[config.mk]
export PLATFORM = sky130hd
export DESIGN_NAME = ntt_layer_sequencer
export DESIGN_NICKNAME = d
export VERILOG_FILES = /design/src/rtl/ntt_pkg.sv /design/src/rtl/ntt_layer_sequencer_zeta_rom.sv /design/src/rtl/ntt_layer_sequencer.sv
export SDC_FILE = /design/constraint.sdc
export NUM_CORES = 1
export LEC_CHECK = 0
export BUFFER_PORTS_ARGS = -buffer_cell sky130_fd_sc_hd__buf_4
export CORE_MARGIN = 2
export CORE_UTILIZATION = 45
export CTS_BUF_LIST = sky130_fd_sc_hd__clkbuf_16
export DETAILED_ROUTE_END_ITERATION = 10
export HOLD_SLACK_MARGIN = 0.08
export PLACE_DENSITY = 0.67
export SYNTH_ARGS = -nofsm -noshare
export SYNTH_HDL_FRONTEND = slang
export SYNTH_SLANG_ARGS = --single-unit
[constraint.sdc]
create_clock -name clk -period 11.6 [get_ports clk]
set_clock_uncertainty 0.1 [all_clocks]
set_input_delay 0.58 -clock clk [delete_from_list [all_inputs] [get_ports clk]]
set_output_delay 0.58 -clock clk [all_outputs]
set_load 0.005 [all_outputs]
[src/rtl/ntt_pkg.sv]
// Shared types, constants and butterfly index arithmetic for the Kyber forward NTT.
// ZETAS holds the reference twiddles reduced into [0, q) in Montgomery form.
package ntt_pkg;
    localparam int MOD_Q  = 3329;
    localparam int QINV   = 62209;
    localparam int ZETA_W = 16;

    typedef enum logic [1:0] {IDLE, ISSUE, DRAIN, DONE} seq_state_e;
    typedef logic [7:0] coeff_idx_t;

    typedef struct packed {
        coeff_idx_t left;
        coeff_idx_t right;
        logic [6:0] k;
    } bf_cmd_t;

    localparam logic [ZETA_W-1:0] ZETAS [128] = '{
        16'd2285, 16'd2571, 16'd2970, 16'd1812, 16'd1493, 16'd1422, 16'd287,  16'd202,
        16'd3158, 16'd622,  16'd1577, 16'd182,  16'd962,  16'd2127, 16'd1855, 16'd1468,
        16'd573,  16'd2004, 16'd264,  16'd383,  16'd2500, 16'd1458, 16'd1727, 16'd3199,
        16'd2648, 16'd1017, 16'd732,  16'd608,  16'd1787, 16'd411,  16'd3124, 16'd1758,
        16'd1223, 16'd652,  16'd2777, 16'd1015, 16'd2036, 16'd1491, 16'd3047, 16'd1785,
        16'd516,  16'd3321, 16'd3009, 16'd2663, 16'd1711, 16'd2167, 16'd126,  16'd1469,
        16'd2476, 16'd3239, 16'd3058, 16'd830,  16'd107,  16'd1908, 16'd3082, 16'd2378,
        16'd2931, 16'd961,  16'd1821, 16'd2604, 16'd448,  16'd2264, 16'd677,  16'd2054,
        16'd2226, 16'd430,  16'd555,  16'd843,  16'd2078, 16'd871,  16'd1550, 16'd105,
        16'd422,  16'd587,  16'd177,  16'd3094, 16'd3038, 16'd2869, 16'd1574, 16'd1653,
        16'd3083, 16'd778,  16'd1159, 16'd3182, 16'd2552, 16'd1483, 16'd2727, 16'd1119,
        16'd1739, 16'd644,  16'd2457, 16'd349,  16'd418,  16'd329,  16'd3173, 16'd3254,
        16'd817,  16'd1097, 16'd603,  16'd610,  16'd1322, 16'd2044, 16'd1864, 16'd384,
        16'd2114, 16'd3193, 16'd1218, 16'd1994, 16'd2455, 16'd220,  16'd2142, 16'd1670,
        16'd2144, 16'd1799, 16'd2051, 16'd794,  16'd1819, 16'd2475, 16'd2459, 16'd478,
        16'd3221, 16'd3021, 16'd996,  16'd991,  16'd958,  16'd1869, 16'd1522, 16'd1628
    };

    // Group stride is 2*len; shifts and masks keep the index path free of muxes.
    function automatic bf_cmd_t bf_cmd(input logic [2:0] layer, input logic [6:0] b);
        logic [2:0] s;
        coeff_idx_t bw;
        coeff_idx_t len;
        bf_cmd_t    c;
        s       = 3'd7 - layer;
        bw      = {1'b0, b};
        len     = 8'd1 << s;
        c.left  = ((bw >> s) << ({1'b0, s} + 4'd1)) | (bw & (len - 8'd1));
        c.right = c.left + len;
        c.k     = (7'd1 << layer) + (b >> s);
        return c;
    endfunction
endpackage

[src/rtl/ntt_layer_sequencer_zeta_rom.sv]
// Combinational twiddle lookup: 7-bit zeta index to W-bit Montgomery-domain zeta.
module ntt_zeta_rom
    import ntt_pkg::*;
#(
    parameter int W = ZETA_W
) (
    input  logic [6:0]   addr_i,
    output logic [W-1:0] zeta_o
);
    assign zeta_o = W'(ZETAS[addr_i]);
endmodule

[src/rtl/ntt_layer_sequencer.sv]
// Issues the 7x128 butterfly commands of a forward NTT, draining in-flight work between layers.
// Command outputs are registered (valid the cycle after start); held stable while bf_ready_i is low.
module ntt_layer_sequencer
    import ntt_pkg::*;
#(
    parameter int W       = ZETA_W,
    parameter int LAYERS  = 7,
    parameter int N_BF    = 128,
    parameter int OUTST_W = 8
) (
    input  logic             clk,
    input  logic             rst,
    input  logic             start_i,
    output logic             busy_o,
    output logic             done_o,
    output logic             bf_valid_o,
    input  logic             bf_ready_i,
    output logic [7:0]       left_idx_o,
    output logic [7:0]       right_idx_o,
    output logic [W-1:0]     twiddle_o,
    input  logic             bf_out_valid_i,
    output logic [2:0]       layer_o,
    output logic             err_o
);
    seq_state_e         r_state, w_state_nxt;
    logic [2:0]         r_layer, w_cmd_layer;
    logic [6:0]         r_b, w_cmd_b;
    logic               r_valid, w_valid_nxt;
    logic               r_done, w_done_nxt;
    logic               w_load;
    coeff_idx_t         r_left, r_right;
    logic [W-1:0]       r_twiddle;
    logic [OUTST_W-1:0] r_outst;
    logic               r_err;
    logic               w_xfer, w_dec;
    bf_cmd_t            w_cmd;
    logic [W-1:0]       w_zeta;

    assign w_xfer = r_valid & bf_ready_i;
    // A completion paired with an issue leaves the count unchanged even at zero.
    assign w_dec  = bf_out_valid_i & ((r_outst != '0) | w_xfer);
    assign w_cmd  = bf_cmd(w_cmd_layer, w_cmd_b);

    ntt_zeta_rom #(.W(W)) u_zeta_rom (
        .addr_i (w_cmd.k),
        .zeta_o (w_zeta)
    );

    always_comb begin
        w_state_nxt = r_state;
        w_load      = 1'b0;
        w_cmd_layer = r_layer;
        w_cmd_b     = r_b;
        w_valid_nxt = r_valid;
        w_done_nxt  = 1'b0;
        case (r_state)
            IDLE: begin
                if (start_i) begin
                    w_state_nxt = ISSUE;
                    w_load      = 1'b1;
                    w_cmd_layer = 3'd0;
                    w_cmd_b     = 7'd0;
                    w_valid_nxt = 1'b1;
                end
            end
            ISSUE: begin
                if (w_xfer) begin
                    if (r_b == 7'(N_BF - 1)) begin
                        w_state_nxt = DRAIN;
                        w_valid_nxt = 1'b0;
                    end else begin
                        w_load  = 1'b1;
                        w_cmd_b = r_b + 7'd1;
                    end
                end
            end
            DRAIN: begin
                if (r_outst == '0) begin
                    if (r_layer == 3'(LAYERS - 1)) begin
                        w_state_nxt = DONE;
                        w_done_nxt  = 1'b1;
                    end else begin
                        w_state_nxt = ISSUE;
                        w_load      = 1'b1;
                        w_cmd_layer = r_layer + 3'd1;
                        w_cmd_b     = 7'd0;
                        w_valid_nxt = 1'b1;
                    end
                end
            end
            DONE:    w_state_nxt = IDLE;
            default: w_state_nxt = IDLE;
        endcase
    end

    always_ff @(posedge clk or posedge rst) begin
        if (rst) r_state <= IDLE;
        else     r_state <= w_state_nxt;
    end

    always_ff @(posedge clk or posedge rst) begin
        if (rst) begin
            r_layer   <= '0;
            r_b       <= '0;
            r_valid   <= 1'b0;
            r_done    <= 1'b0;
            r_left    <= '0;
            r_right   <= '0;
            r_twiddle <= '0;
            r_outst   <= '0;
            r_err     <= 1'b0;
        end else begin
            r_valid <= w_valid_nxt;
            r_done  <= w_done_nxt;
            r_outst <= r_outst + OUTST_W'(w_xfer) - OUTST_W'(w_dec);
            r_err   <= r_err | (bf_out_valid_i & (r_outst == '0));
            if (w_load) begin
                r_layer   <= w_cmd_layer;
                r_b       <= w_cmd_b;
                r_left    <= w_cmd.left;
                r_right   <= w_cmd.right;
                r_twiddle <= w_zeta;
            end
        end
    end

    assign busy_o      = (r_state != IDLE);
    assign done_o      = r_done;
    assign bf_valid_o  = r_valid;
    assign left_idx_o  = r_left;
    assign right_idx_o = r_right;
    assign twiddle_o   = r_twiddle;
    assign layer_o     = r_layer;
    assign err_o       = r_err;
endmodule
Word level (Yosys, flattened, before mapping):

Memories as Yosys holds them, arrays and structs flattened. A register that Yosys moved wholly into a read port is not among the register bits.
Cells that the tools add are included.

* add/subtract/negate cells: 9
* equal/unequal tests: 10
* shift operators: 5
* multiplexer cells: 31
* bitwise gates (word level): 8
* reductions and logical operators: 7

Operators by type and width (number)
* two-way mux 7 bit: 5
* one-hot mux 7 bit (3 select lines): 1
* two-way mux 1 bit: 13
* two-way mux 2 bit: 5
* != test 2 bit (second input constant): 5
* two-way mux 3 bit: 3
* adder 8 x 1 -> 8 bit: 1
* adder 8 bit: 1
* AND 7 x 8 -> 8 bit: 1
* logical NOT 8 bit: 1
* inverter 7 -> 8 bit: 1
* OR 8 bit: 1
* one-hot mux 2 bit (4 select lines): 1
* nonzero test 8 bit: 1
* << shifter 1 x 3 -> 8 bit (first input constant): 1
* << shifter 8 x 4 -> 8 bit: 1
* right shift 7 x 3 -> 8 bit: 1
* subtractor 8 x 1 -> 8 bit: 1
* subtractor 8 x 1 -> 8 bit (second input constant): 1
* adder 7 x 1 -> 7 bit (second input constant): 1
* adder 7 bit: 1
* equality test 7 bit (second input constant): 1
* << shifter 1 x 3 -> 7 bit (first input constant): 1
* right shift 7 x 3 -> 7 bit: 1
* other kinds (15): 20

* flip-flop bits (word level): 39
* ROM bits: 2048
* bits of input ports: 5
* logic and storage cells: 80
* memories kept: 1

Memories
* (no name shown): words 128, bits a word 16, read ports 1, clocked after memory_dff 1, wr ports 0, RTL line ntt_layer_sequencer_zeta_rom.sv:10 `assign zeta_o = W'(ZETAS[addr_i]);`

Longest topological paths before layout:

* depth in word-level cells: 10
* gate-level depth with buffers: 25
* mapped depth without buffers: 22

By module:

A second synthesis with hierarchy kept.

* cells, all modules: 907
* area, all modules: 6841.6 um^2

By module, submodules not included
* ntt_layer_sequencer: times used 1, cells an instance 492, area an instance 4250.3 um^2
* ntt_zeta_rom: times used 1, cells an instance 415, area an instance 2591.2 um^2

Worst setup path before layout:

No wires, ideal clock.

* kind: register -> register
* start: reg r_layer[0] (netlist: layer_o[0])
* end: reg r_twiddle[0] (netlist: twiddle_o[0])
* library setup time: 0.104 ns
* data arrival time: 5.205 ns
* setup slack: 6.192 ns
* stages on the path, launching flop included: 23
* buffers on the path: 4
* period minus slack after synthesis: 5.408 ns
* cells stage by stage: dfrtp_1 -> inv_1 -> ha_1 -> and2_1 -> or3_4 -> o311ai_4 -> inv_2 -> clkbuf_1 -> ha_1 -> ha_1 -> ha_1 -> fa_1 -> xnor2_1 -> inv_1 -> clkbuf_1 -> clkbuf_1 -> clkbuf_1 -> ha_1 -> a21oi_1 -> o2111ai_1 -> o31a_1 -> o211ai_1 -> a221oi_1

* word-level cells in the longest chain between the ends: 8
* elaborated cells between the ends (all ways): 17

RTL lines
* start: declaration: RTL line ntt_layer_sequencer.sv:26 `logic [2:0] r_layer, w_cmd_layer;`
* start signal: assignment: RTL line ntt_layer_sequencer.sv:118 `r_layer <= w_cmd_layer;`
* adder 3 x 1 -> 3 bit or equality test 3 bit (tied branches): RTL line ntt_layer_sequencer.sv:85, ntt_layer_sequencer.sv:79
* two-way mux 3 bit: RTL line ntt_layer_sequencer.sv:79 `if (r_layer == 3'(LAYERS - 1)) begin`
* two-way mux 3 bit: RTL line ntt_layer_sequencer.sv:78 `if (r_outst == '0) begin`
* one-hot mux 3 bit (2 select lines): RTL line ntt_layer_sequencer.sv:56 `case (r_state)`
* subtractor 3 bit: RTL line ntt_pkg.sv:42 `s = 3'd7 - layer;`
* right shift 7 x 3 -> 7 bit: RTL line ntt_pkg.sv:47 `c.k = (7'd1 << layer) + (b >> s);`
* adder 7 bit: RTL line ntt_pkg.sv:47
* inverter 7 -> 8 bit (implied by the code): RTL line ntt_layer_sequencer_zeta_rom.sv:10
* end: declaration: RTL line ntt_layer_sequencer.sv:32 `logic [W-1:0] r_twiddle;`

Parallel ways exist; a longest one is shown, timed or not.
A chain may end at the register's enable or synchronous reset.

Final worst setup path:

* start: reg r_outst[2]
* end: reg r_twiddle[3] (netlist: twiddle_o[3])

* word-level cells in the longest chain between the ends: 7
* elaborated cells between the ends (all ways): 12

RTL lines
* start: declaration: RTL line ntt_layer_sequencer.sv:33 `logic [OUTST_W-1:0] r_outst;`
* start signal: assignment: RTL line ntt_layer_sequencer.sv:115 `r_outst <= r_outst + OUTST_W'(w_xfer) - OUTST_W'(w_dec);`
* logical NOT 8 bit *: RTL line ntt_layer_sequencer.sv:78
* two-way mux 3 bit: RTL line ntt_layer_sequencer.sv:78
* one-hot mux 3 bit (2 select lines): RTL line ntt_layer_sequencer.sv:56
* subtractor 3 bit: RTL line ntt_pkg.sv:42
* right shift 7 x 3 -> 7 bit: RTL line ntt_pkg.sv:47
* adder 7 bit: RTL line ntt_pkg.sv:47
* inverter 7 -> 8 bit (implied by the code): RTL line ntt_layer_sequencer_zeta_rom.sv:10

Every way passes the cells marked *; elsewhere a longest branch is shown, timed or not.

==> parameters.txt <==
Parameter                              Value

Flow run
  Total of max-cap violations ... 0

Worst setup path
  Critical R2R Capture ... twiddle_o[3]
  Standard cell with the maximum stage delay on the critical path ... sky130_fd_sc_hd__o311ai_4
  Worst-case register-to-register setup slack ... 4670 ps
  CP required ... 11730 ps
  Crit-path max FO ... 65
  Path depth of the worst reg2reg path ... 22
  Largest stage delay, worst path ... 680 ps
  Reg-to-Reg Start ... r_outst[2]
  Nature of the critical path startpoint ... flip-flop
  Critical-path cell list ... inv_1, ha_1, nand4b_1, nand2b_1, o311ai_4, clkinv_1, mux2i_1, mux2i_1, nand2b_1, o21ai_0, ha_1, a21o_1, a21o_1, o211ai_1, o32ai_1, or3_2, buf_4, nor2_1, a22oi_1, and3_1, mux4_2, o21ai_1
  Critical path launch point ... r_outst[2]
  Setup CP Type ... flip-flop to flip-flop
  Worst path buffer plus inverter count ... 3
  Sort of element at the end of the critical path ... flip-flop
  Crit path arrival time ... 7060 ps
  Dominant delay contributor by cell family on the critical path ... simple AND/OR/NAND/NOR gates

Detailed routing
  DRC violation count after routing ... 0
  Final WL ... 20.9 mm
  Total number of vias ... ~7000
  Average routed wire per standard cell ... 20.4 um
  First-pass iteration count of the detailed router ... 7
  Iteration-0 DRC Markers ... 1323
  Number of antenna-violating nets in the routed design ... 0
  Vias per cell ... just under 7

STA
  Highest achievable clock rate ... 144 MHz
  TNS Setup ... 0 ps
  Count of endpoints failing hold in the final timing report ... 0
  Shortest period the worst path allows ... around 6900 ps
  Worst Hold Slack ... 356 ps
  Max-slew headroom ... 35.1%
  Unrepaired setup endpoints after global routing ... false
  Setup violations, final ... 0
  Tcrit/Tclk final ... 59.8%
  Transition at the pin with the smallest max-transition slack ... 974 ps
  Slew Viols, Final ... 0

Global routing
  Global-route wire length before repair ... 33.1 mm
  Largest net degree at the start of global routing ... 66
  GRT Total Usage ... 27.6%
  Via count of the first global-routing pass ... 6314
  Total congestion overflow ... 0
  Number of antenna violations at the first check in global routing ... 0

Layout
  Number of standard cells in the layout, taps in and fillers out ... ~1000
  Share of post-route cells with drive strength above 1 ... 10.2%
  Diodes inserted ... 0
  Final design instance area without fill ... approximately 0.0068 mm^2
  # nets final ... 895
  Area growth from synthesis to layout ... 6.44%

Synthesis
  Number of register bits inferred by synthesis ... 51
  Fraction of registers with async set or reset after synthesis ... 100%
  Cell types with the highest counts after synthesis ... 105 x sky130_fd_sc_hd__nor2_1, 84 x sky130_fd_sc_hd__nand2_1, 70 x sky130_fd_sc_hd__a21oi_1, 51 x sky130_fd_sc_hd__dfrtp_1, 47 x sky130_fd_sc_hd__o21ai_0
  Instance count of the mapped netlist ... roughly 860
  Sequential share of the synthesized area ... 20.0%
  Yosys top cell area share ... 20.0%
  Count of yosys warnings during synthesis ... 0
  Netlist area before placement ... approximately 0.0064 mm^2
  Dominant cell by count in the synthesized netlist ... sky130_fd_sc_hd__nor2_1
  Top_reg_cell synth ... sky130_fd_sc_hd__dfrtp_1
  Number of synthesized flops with an enable pin ... 0
  Biggest area contributors in the synthesized netlist ... sky130_fd_sc_hd__dfrtp_1 20%, sky130_fd_sc_hd__ha_1 8.6%, sky130_fd_sc_hd__nor2_1 6.2%, sky130_fd_sc_hd__a21oi_1 5.5%, sky130_fd_sc_hd__nand2_1 4.9%
  Top cell type by total area after synthesis ... sky130_fd_sc_hd__dfrtp_1
  Distinct cell type count of the synthesized netlist ... 90
  Mean post-synth cell area ... 7.41 um^2

Die
  Core region area ... 0.0139 mm^2
  Width of the chip ... 123 um
  Number of ports placed on the die boundary ... 44
  Total Die Area ... 0.0151 mm^2
  Die Y ... approximately 120 um
  Starting Density ... 45.9%
  Cell Rows ... 43

Placed design
  RePlAce Congestion ... 1.02
  Number of placed instances with taps included ... 1016
  Half-perimeter wire length of the detailed placement result ... 14.3 mm
  IO Port Bufs ... 39
  Instance area at placement ... approximately 0.0066 mm^2

Clock network
  Clk_lat worst skew ... about 300 ps
  Hold-fix buffer count after cts ... 0
  Number of resized instances in the post-cts repair step ... 0
  TritonCTS clock tree ... done
  TritonCTS Buffers ... 5
  H-tree lvl count ... 2
  Clock-pin transition on the worst setup and hold timing paths ... 70 ps
  Longest Clk Path Bufs ... 2
  Buffer type at the clock tree root ... sky130_fd_sc_hd__clkbuf_16
  Clk sinks ... 51
  Post-CTS repair timing setup buffer count ... 0

Min path
  Class of the most critical hold timing path ... flip-flop to flip-flop
  WHS Endpoint ... err_o
  Min-delay src ... err_o
  Worst Hold Depth ... 1

Run status
  Outcome ... finished clean
-- routing by layer --
layer  track usage, %  wire, um  vias to the layer above
met5                0         0                        -
met4             13.8      1090                        0
met3             4.61      2260                      119
met2             41.8      8880                      523
met1             37.9      8690                     3174
li1                 -         -                     3172
-- cells by family (layout without fill, tap and decap cells) --
kind of cell | count (synthesis) | after routing | share of synthesized area (%)
AOI/OAI and AO/OA | 312 | 312 | 34.8
and+or+nand+nor | 294 | 294 | 21.6
buffers and inverters | 117 | 97 | 7.95
DFF | 51 | 51 | 20.0
adders and majority gates | 47 | 47 | 9.57
xor gates and xnor gates | 21 | 21 | 2.88
muxes | 18 | 18 | 3.18
other | 1 | 4 | 0.0588
-- through the flow --
stage	utilization (%)	setup WS, ps
final	48.9	4670
after global routing	48.9	4070
after CTS	48.9	4760
after detailed placement	47.9	4780
after global placement	47.9	4950
after floorplan	-	6190
-- area by class of cell --
type,count,area [um^2]
clock inverter,3,15.0
multi-input combinational,696,4620
tap,180,225
fill,1429,7090
timing repair buffer,51,383
sequential,51,1280
clock buffer,5,125
inverter,38,143
-- worst max-delay path by stage --
stage                         endpoint  slack (ps)  cells past startpoint
after floorplan           twiddle_o[0]        6190                     22
after global placement    twiddle_o[3]        4950                     21
after detailed placement  twiddle_o[3]        4780                     21
after CTS                 twiddle_o[3]        4760                     21
after global routing      twiddle_o[3]        4070                     22
final                     twiddle_o[3]        4670                     22
-- placed cells by master, fill, tap and decap left out, types with 7 or more instances in the layout --
cell                          n
sky130_fd_sc_hd__nor2_1     105
sky130_fd_sc_hd__inv_1       34
sky130_fd_sc_hd__and2_1       8
sky130_fd_sc_hd__nor3_1      25
sky130_fd_sc_hd__a221oi_1     8
sky130_fd_sc_hd__o21ai_0     47
sky130_fd_sc_hd__mux2i_1     11
sky130_fd_sc_hd__o311ai_0     9
sky130_fd_sc_hd__a31oi_1     10
sky130_fd_sc_hd__nand2b_1    12
sky130_fd_sc_hd__buf_4       51
sky130_fd_sc_hd__nand2_1     84
sky130_fd_sc_hd__o21ai_1     10
sky130_fd_sc_hd__o22ai_1     11
sky130_fd_sc_hd__a211oi_1    11
sky130_fd_sc_hd__ha_1        44
sky130_fd_sc_hd__a21oi_1     70
sky130_fd_sc_hd__o2111ai_1   13
sky130_fd_sc_hd__a22oi_1      7
sky130_fd_sc_hd__xnor2_1     14
sky130_fd_sc_hd__o211ai_1    19
sky130_fd_sc_hd__dfrtp_1     51
sky130_fd_sc_hd__nand3_1     20
-- flip-flops by register name, indices dropped and copies added (netlist names) --
register and flops:
left_idx_o 8, twiddle_o 12, done_o 1, layer_o 3, r_state 2, r_outst 8
right_idx_o 8, err_o 1, r_b 7, bf_valid_o 1
-- worst reg2reg max path: stages, from the launching register on --
cell and delay (ps):
sky130_fd_sc_hd__dfrtp_1 380, sky130_fd_sc_hd__inv_1 80, sky130_fd_sc_hd__ha_1 160, sky130_fd_sc_hd__nand4b_1 410
sky130_fd_sc_hd__nand2b_1 340, sky130_fd_sc_hd__o311ai_4 680, sky130_fd_sc_hd__clkinv_1 480, sky130_fd_sc_hd__mux2i_1 230
sky130_fd_sc_hd__mux2i_1 260, sky130_fd_sc_hd__nand2b_1 160, sky130_fd_sc_hd__o21ai_0 100, sky130_fd_sc_hd__ha_1 230
sky130_fd_sc_hd__a21o_1 180, sky130_fd_sc_hd__a21o_1 250, sky130_fd_sc_hd__o211ai_1 130, sky130_fd_sc_hd__o32ai_1 170
sky130_fd_sc_hd__or3_2 510, sky130_fd_sc_hd__buf_4 340, sky130_fd_sc_hd__nor2_1 710, sky130_fd_sc_hd__a22oi_1 190
sky130_fd_sc_hd__and3_1 210, sky130_fd_sc_hd__mux4_2 450, sky130_fd_sc_hd__o21ai_1 120
Power is not shown: default switching activity piles up to over one toggle a cycle in this logic, so the estimate is an artifact.
